`config.mk`:
```
export PLATFORM = sky130hd
export DESIGN_NAME = switch_fabric
export DESIGN_NICKNAME = d
export VERILOG_FILES = /design/src/rtl/switch_fabric.sv
export SDC_FILE = /design/constraint.sdc
export NUM_CORES = 1
export LEC_CHECK = 0
export BUFFER_PORTS_ARGS = -buffer_cell sky130_fd_sc_hd__buf_2
export CAP_MARGIN = 0
export CORE_ASPECT_RATIO = 1.5
export CORE_MARGIN = 3
export CORE_UTILIZATION = 50
export CTS_CLUSTER_DIAMETER = 60
export DETAILED_ROUTE_END_ITERATION = 8
export GPL_TIMING_DRIVEN = 0
export PLACE_DENSITY = 0.64
export REMOVE_ABC_BUFFERS = 1
export SETUP_SLACK_MARGIN = 0.05
export SYNTH_ARGS = -nofsm -noshare
export SYNTH_HDL_FRONTEND = slang
export SYNTH_SLANG_ARGS = --single-unit
```
`constraint.sdc`:
```
create_clock -name clk -period 9.6 [get_ports clk]
set_input_delay 2.88 -clock clk [delete_from_list [all_inputs] [get_ports clk]]
set_output_delay 2.88 -clock clk [all_outputs]
set_load 0.1 [all_outputs]
```
`src/rtl/switch_fabric.sv`:
```
// rtl/switch_fabric.sv - input-queued packet switch with per-output round-robin arbiters and a slave status port
module switch_fabric #(
    parameter int NPORTS = 4,
    parameter int WIDTH  = 8,
    parameter int DEPTH  = 4,
    parameter int ADDR_W = 3
) (
    input  logic                    clk,
    input  logic                    reset_n,
    input  logic                    chipselect,
    input  logic                    write,
    input  logic                    read,
    input  logic [ADDR_W-1:0]       address,
    input  logic [WIDTH-1:0]        writedata,
    output logic [WIDTH-1:0]        readdata,
    output logic [NPORTS*WIDTH-1:0] out_data,
    output logic [NPORTS-1:0]       out_valid,
    input  logic [NPORTS-1:0]       out_ready
);
    localparam int DW = $clog2(NPORTS);
    localparam int PW = $clog2(DEPTH);
    localparam int CW = PW + 1;
    localparam logic [CW-1:0]    FULL = CW'(DEPTH);
    localparam logic [WIDTH-1:0] SAT  = '1;

    logic [WIDTH-1:0] mem    [NPORTS][DEPTH];
    logic [PW-1:0]    rd_ptr [NPORTS];
    logic [PW-1:0]    wr_ptr [NPORTS];
    logic [CW-1:0]    count  [NPORTS];
    logic [WIDTH-1:0] drop   [NPORTS];
    logic [DW-1:0]    rr_ptr [NPORTS];

    logic              wr_en, rd_en, in_q, in_d;
    logic [DW-1:0]     sel;
    logic [NPORTS-1:0] enq, clr, acc, rej;

    always_comb begin
        wr_en = chipselect && write;
        rd_en = chipselect && read;
        in_q  = int'(address) < NPORTS;
        in_d  = !in_q && (int'(address) < 2 * NPORTS);
        sel   = address[DW-1:0];
        for (int i = 0; i < NPORTS; i++) begin
            enq[i] = wr_en && in_q && (sel == DW'(i));
            clr[i] = wr_en && in_d && (sel == DW'(i));
            // full is judged on the occupancy at this edge; a same-cycle pop does not help
            acc[i] = enq[i] && (count[i] < FULL);
            rej[i] = enq[i] && !(count[i] < FULL);
        end
    end

    logic [WIDTH-1:0]  head [NPORTS];
    logic [DW-1:0]     dest [NPORTS];
    logic [NPORTS-1:0] has;

    always_comb begin
        for (int i = 0; i < NPORTS; i++) begin
            head[i] = mem[i][rd_ptr[i]];
            dest[i] = head[i][WIDTH-1 -: DW];
            has[i]  = count[i] != '0;
        end
    end

    logic [NPORTS-1:0] gnt_vld;
    logic [DW-1:0]     gnt_idx [NPORTS];
    logic [NPORTS-1:0] pop;

    always_comb begin
        logic [DW-1:0] idx;
        logic          stage_free;
        idx        = '0;
        stage_free = 1'b0;
        for (int o = 0; o < NPORTS; o++) begin
            gnt_vld[o] = 1'b0;
            gnt_idx[o] = '0;
            stage_free = !out_valid[o] || out_ready[o];
            // upward search from rr_ptr; DW-bit addition wraps modulo NPORTS
            for (int k = 0; k < NPORTS; k++) begin
                idx = rr_ptr[o] + DW'(k);
                if (stage_free && !gnt_vld[o] && has[idx] && (dest[idx] == DW'(o))) begin
                    gnt_vld[o] = 1'b1;
                    gnt_idx[o] = idx;
                end
            end
        end
    end

    always_comb begin
        pop = '0;
        for (int o = 0; o < NPORTS; o++) begin
            if (gnt_vld[o]) begin
                pop[gnt_idx[o]] = 1'b1;
            end
        end
    end

    always_ff @(posedge clk) begin
        for (int i = 0; i < NPORTS; i++) begin
            if (acc[i]) begin
                mem[i][wr_ptr[i]] <= writedata;
            end
        end
    end

    always_ff @(posedge clk or negedge reset_n) begin
        if (!reset_n) begin
            for (int i = 0; i < NPORTS; i++) begin
                rd_ptr[i] <= '0;
                wr_ptr[i] <= '0;
                count[i]  <= '0;
                drop[i]   <= '0;
            end
        end else begin
            for (int i = 0; i < NPORTS; i++) begin
                if (acc[i]) begin
                    wr_ptr[i] <= wr_ptr[i] + PW'(1);
                end
                if (pop[i]) begin
                    rd_ptr[i] <= rd_ptr[i] + PW'(1);
                end
                if (acc[i] && !pop[i]) begin
                    count[i] <= count[i] + CW'(1);
                end else if (!acc[i] && pop[i]) begin
                    count[i] <= count[i] - CW'(1);
                end
                if (clr[i]) begin
                    drop[i] <= '0;
                end else if (rej[i] && (drop[i] != SAT)) begin
                    drop[i] <= drop[i] + WIDTH'(1);
                end
            end
        end
    end

    always_ff @(posedge clk or negedge reset_n) begin
        if (!reset_n) begin
            out_valid <= '0;
            out_data  <= '0;
            for (int o = 0; o < NPORTS; o++) begin
                rr_ptr[o] <= '0;
            end
        end else begin
            for (int o = 0; o < NPORTS; o++) begin
                if (gnt_vld[o]) begin
                    out_data[o*WIDTH +: WIDTH] <= head[gnt_idx[o]];
                    out_valid[o]               <= 1'b1;
                    rr_ptr[o]                  <= gnt_idx[o] + DW'(1);
                end else if (out_ready[o]) begin
                    out_valid[o] <= 1'b0;
                end
            end
        end
    end

    always_ff @(posedge clk or negedge reset_n) begin
        if (!reset_n) begin
            readdata <= '0;
        end else if (rd_en) begin
            if (in_q) begin
                readdata <= WIDTH'(count[sel]);
            end else if (in_d) begin
                readdata <= drop[sel];
            end else begin
                readdata <= '0;
            end
        end
    end
endmodule

```
# --- Word level (Yosys, flattened, before mapping) ---
# Memories as Yosys holds them, arrays and structs flattened.
# Cells that the tools add are included.
totals:
  wordCells: 524
  mem_count: 1
  mem_bits_rw: 128
  mem_bits_ro: 0
  output_inout_bits: 44
  ff_bits: 112
  in_bits: 20
  latch_bits: 0
memory_table:
  columns: ["name", "depth", "word_bits", "rd", "rd_clocked_by_memory_dff", "wr", "line_no", "text"]
  rows:
  - ["mem", 4, 32, 4, 0, 1, "26", "logic [WIDTH-1:0] mem [NPORTS][DEPTH];"]
classes:
  div: 0
  eq_ne: 19
  bitwise_logic: 32
  multipliers: 0
  magnitude_cmp: 62
  add_sub_neg: 36
  muxes: 204
  shift: 0
  reduce_logical: 141
op_table:
  columns: ["operator", "n"]
  rows:
  - ["two-way mux 32 bit", 10]
  - ["two-way mux 8 bit", 31]
  - ["binary-select mux 8 bit (select 2 bit)", 9]
  - ["two-way mux 2 bit", 51]
  - ["OR reduction 32 bit", 3]
  - [">= comparator 3 bit (second input constant)", 29]
  - ["inverter 2 -> 3 bit", 29]
  - ["logical AND 1 bit", 84]
  - ["binary-select mux 2 bit (select 2 bit)", 16]
  - ["demux 8 bit (select 2 bit)", 4]
  - ["less-than comparator 2 x 3 -> 1 bit (second input constant)", 20]
  - ["two-way mux 1 bit", 48]
  - ["adder 2 x 1 -> 2 bit (second input constant)", 16]
  - ["adder 8 x 1 -> 8 bit (second input constant)", 4]
  - ["binary-select mux 1 bit (select 2 bit)", 16]
  - ["inequality test 8 bit (second input constant)", 4]
  - ["two-way mux 3 bit", 10]
  - ["logical NOT 1 bit", 29]
  - ["nonzero test 2 bit", 12]
  - ["== test 2 bit (second input constant)", 10]
  - ["adder 2 bit (second input constant)", 8]
  - ["two-way mux 4 bit", 4]
  - ["less-than comparator 3 bit (second input constant)", 5]
  - ["adder 3 x 1 -> 3 bit (second input constant)", 4]
  - ["10 further kinds", 38]

# --- Depth between registers and ports, before layout ---
depth:
  depth_word: 39
  ltp_mapped: 21
  ltp_nobuf: 18

# --- Worst setup path after synthesis ---
# Ideal clock, no wire load.
synth_path:
  path_type: "input-to-reg"
  from: "input out_ready[2]"
  to: "register count[11] (netlist name)"
  path_stages: 18
  setup_slack_ns: 3.604
  n_path_buf: 1
  setup_time_ns: 0.079
  arrival_ns: 5.917
  required_ns: 9.521
  path_cell_list: "nand2b_1 o211ai_1 a2111oi_0 or3_1 a21oi_1 o21bai_2 buf_6 inv_1 ha_1 a22o_1 a31oi_1 and2_1 ha_1 inv_1 fa_1 xor2_1 nor2_1 xor2_1"
synth_via:
  elab_chain_cells: 30
  elab_cells_between_ends: 37
  classes_between: "order compare (2); mux (13); bitwise (2); reduce/logical (20)"
synth_rtl:
  columns: ["item", "line_no", "text"]
  rows:
  - ["start: declaration", "18", "input logic [NPORTS-1:0] out_ready"]
  - ["logical OR 1 bit *", "76", "stage_free = !out_valid[o] || out_ready[o];"]
  - ["logical AND 1 bit (2 in series)", "80", "if (stage_free && !gnt_vld[o] && has[idx] && (dest[idx] == DW'(o))) begin"]
  - ["two-way mux 1 bit", "80", null]
  - ["logical NOT 1 bit", "80", null]
  - ["logical AND 1 bit (3 in series)", "80", null]
  - ["two-way mux 1 bit", "80", null]
  - ["logical NOT 1 bit", "80", null]
  - ["logical AND 1 bit (3 in series)", "80", null]
  - ["[... 9 more ...]", null, null]
  - ["demux 1 bit (select 2 bit)", "92", "pop[gnt_idx[o]] = 1'b1;"]
  - ["OR 4 bit (no source line)", null, null]
  - ["two-way mux 4 bit *", "91", "if (gnt_vld[o]) begin"]
  - ["OR 4 bit (no source line)", null, null]
  - ["two-way mux 4 bit *", "91", null]
  - ["logical NOT 1 bit", "121", "if (acc[i] && !pop[i]) begin"]
  - ["logical AND 1 bit", "121", null]
  - ["two-way mux 3 bit / nonzero test 2 bit (equally long branches)", null, null]
  - ["end signal: indexed assignment", "122", "count[i] <= count[i] + CW'(1);"]
  - ["end signal: indexed assignment", "124", "count[i] <= count[i] - CW'(1);"]
  - ["end: declaration", "29", "logic [CW-1:0] count [NPORTS];"]
# Every way passes the cells marked *; elsewhere a longest branch is shown, timed or not.
# A chain may end at the register's enable or synchronous reset.

# --- Worst setup path in the final report ---
# Same ends and word-level chain as after synthesis.

==> results.cfg <==
[setup_path]
slowest_stage = o21bai_2
cp.required_ps = 10050
cp.depth = 18
critPathLaunchType = input pin
crit_fanout = 15
crit_arrival_ps = 7150
crit_start = out_ready[2]
path_cells = buf_2 -> nand2b_1 -> o211ai_1 -> a2111oi_0 -> or3_1 -> a21oi_1 -> o21bai_2 -> inv_1 -> ha_1 -> a22o_1 -> a31oi_1 -> and2_1 -> ha_1 -> inv_1 -> fa_1 -> xor2_1 -> nor2_1 -> xor2_1
critical_path.max_stage_delay_ps = 720
reg2reg_depth = 17
r2r_setup_slack_ps = 4020
crit_end = count[11]
rr_startpoint = rd_ptr[2]
critPathKind = in2reg
path_buf_inv = 3
cp_top_family = compound AO/OA/AOI/OAI gates
cp-end-kind = register
r2r-end = count[11]

[placed_design]
place_inst = 1337
dpl.hpwl_um = 21000
gp_congestion = 0.876
portBuffers = 63
place_ws_ps = 2430

[global_route]
grt_pass1_wl_um = 46100
gr-total-overflow = 0
grt_pass1_vias = 8337
antenna_found_initial = 0
grt_max_degree = 69
grt.total_usage_pct = 21.6

[clock_tree]
cts.sinks = 240
cts_resized = 0
clkTransAtPathRegs_ps = 70
root_buffer = clkbuf_16
cts_setup_buffers = 0
ctsHoldBuffers = 0
cts_made_buffers = 24
cts_buffer_depth = 3
clock_latency_ps = 530
cts_tree = yes
h-tree-depth = 1

[yosys]
synth-seq-cells = 240
synthDistinctLibCells = 85
yosysMostFrequentCell = edfxtp_1
synth.top_cell.area_share_pct = 30.7
synth_top_area_cell = edfxtp_1
synth-edff-count = 128
seq_area_frac_synth_pct = 53.0
synthFlopType = edfxtp_1
ys_top_cells_by_area = edfxtp_1, dfrtp_1, mux4_2
yosys_warnings = 0
syn_area_mm2 = 0.0125
yosys-top-cells-count = edfxtp_1, dfrtp_1, nor2_1
synthArstFlopShare_pct = 46.7
synthCells = 991
avgSynthCellArea_um2 = 12.7

[power_and_ir_drop]
p_sw_share_pct = 45.2
power_mw = 4.97
p_int_mw = 2.72
peakVddDrop_mv = 0.226
pwr-share-seq_pct = 31.4
p_leak_nw = 5.33
clkPwrFrac_pct = 18.2
pwr-share-comb_pct = 50.4
switchingPower_mw = 2.24
powerDensity_mw_per_mm2 = 357

[sta]
fin_tns_setup_ps = 0
fin_hold_ws_ps = 461
fin_crit_ps = 6700
min_period_over_period_pct = 69.8
slew_violations = 0
max_freq_mhz = 149
maxSlewHeadroom_pct = 16.9
fin_ws_ps = 2900
setup_violations = 0
rsz0062_at_grt = no
finalClockSkew_ps = 15.4
finalHoldViolCount = 0
max_slew.worst_pin.slew_ps = 1250

[floorplanning]
rows = 70
die_w_um = 135
ios = 64
start_util_pct = 51.1
fp.dieH_um = 200
core_mm2 = 0.0245
die_area_mm2 = 0.0271

[min_path]
hp-class = reg2reg
min_path_cells = 1

[detailed_routing]
num_vias = 8214
drt_iter0_markers = 604
viasPerCell = 5.95
wl_per_cell_um = 20.7
ant_nets = 0
dr.pass1.iters = 5
drc_errors = 0
postRouteWirelength_um = 28600

[finish]
drive_gt1_share_pct = 18.4
antenna_cells = 0
finalNetCount = 1095
final_cells = 1381
areaGrowthSynthToFinish_pct = 10.8

[flow_run]
maxCapViolCount = 0

[status]
status = finished, final reports clean
[final cells by class]
| cell class | instances | area (µm²) |
|---|---|---|
| Inverter | 31 | 116 |
| Fill cell | 2086 | 10600 |
| Multi-Input combinational cell | 674 | 5580 |
| Clock inverter | 19 | 140 |
| Sequential cell | 240 | 6650 |
| Clock buffer | 25 | 614 |
| Timing Repair Buffer | 68 | 390 |
| Tap cell | 324 | 405 |
[worst min path at each step]
stage | from | endpoint | slack [ps]
2_1_floorplan | count[5] | count[5] | 500
3_3_place_gp | out_data[31] | out_data[31] | 450
3_5_place_dp | out_data[31] | out_data[31] | 450
4_1_cts | out_data[31] | out_data[31] | 470
5_1_grt | out_data[14] | out_data[14] | 490
6_report | out_data[23] | out_data[23] | 460
[logic make-up (layout without fill, tap and decap cells)]
family / count (synthesis) / in the layout / share of synthesized area [%]
buffers and inverters: 77 / 143 / 2.78
XOR/XNOR: 49 / 49 / 3.42
multiplexers: 117 / 117 / 14.5
adder cells (fa/ha/maj): 36 / 36 / 3.83
AO/OA/AOI/OAI: 157 / 157 / 9.36
flip-flops: 240 / 240 / 53.0
AND/OR/NAND/NOR: 315 / 315 / 13.1
[flip-flops by register name, indices dropped and copies added, names as in the netlist]
signal     count
count         12
drop          32
mem          128
out_data      32
out_valid      4
rd_ptr         8
readdata       8
rr_ptr         8
wr_ptr         8
[stage by stage]
| step | util [%] | instance area [µm²] |
|---|---|---|
| after global placement | 53.1 | 13000 |
| after CTS | 56.6 | 13900 |
| after global routing | 56.6 | 13900 |
| after detailed placement | 53.6 | 13100 |
| final | 56.6 | 13900 |
| after floorplan | - | 12300 |
[cell usage in the layout, fill, tap and decap left out, types with 5 or more instances in the layout]
cell,synthesis,final
mux4_2,45,45
mux2i_1,48,48
a221o_1,7,7
a21oi_1,22,22
and3_1,11,11
dfrtp_1,112,112
inv_1,29,29
and2_1,23,23
nor3_1,14,13
clkinv_2,0,7
or4bb_1,5,5
clkbuf_16,0,24
nand4_1,14,14
o22ai_1,10,10
a211oi_1,9,9
buf_2,21,62
o211ai_1,5,5
or3_1,10,10
nand2_1,64,64
nor2_1,92,91
edfxtp_1,128,128
a2111oi_0,8,8
nor2b_1,13,13
xnor2_1,23,23
xor2_1,26,26
a31oi_1,6,5
clkinv_1,1,6
mux2_2,19,19
ha_1,32,32
nand3_1,18,18
nand2b_1,20,20
o21ai_0,33,33
[power groups by stage]
stage	Sequential [mW]	Clock, mW	Combinational (mW)
after detailed placement	1.58	0	2.50
after global placement	1.57	0	2.43
after CTS	1.56	0.924	2.51
after global routing	1.60	0.962	2.73
after floorplan	1.95	0	1.49
final	1.56	0.904	2.50
[per-layer routing]
metal	wire length [µm]	GRT usage (%)
met5	0	0
met4	1080	7.92
met3	1210	2.71
met2	15300	39.6
met1	11000	26.2
Note: power is estimated with default switching activity, not from simulation.
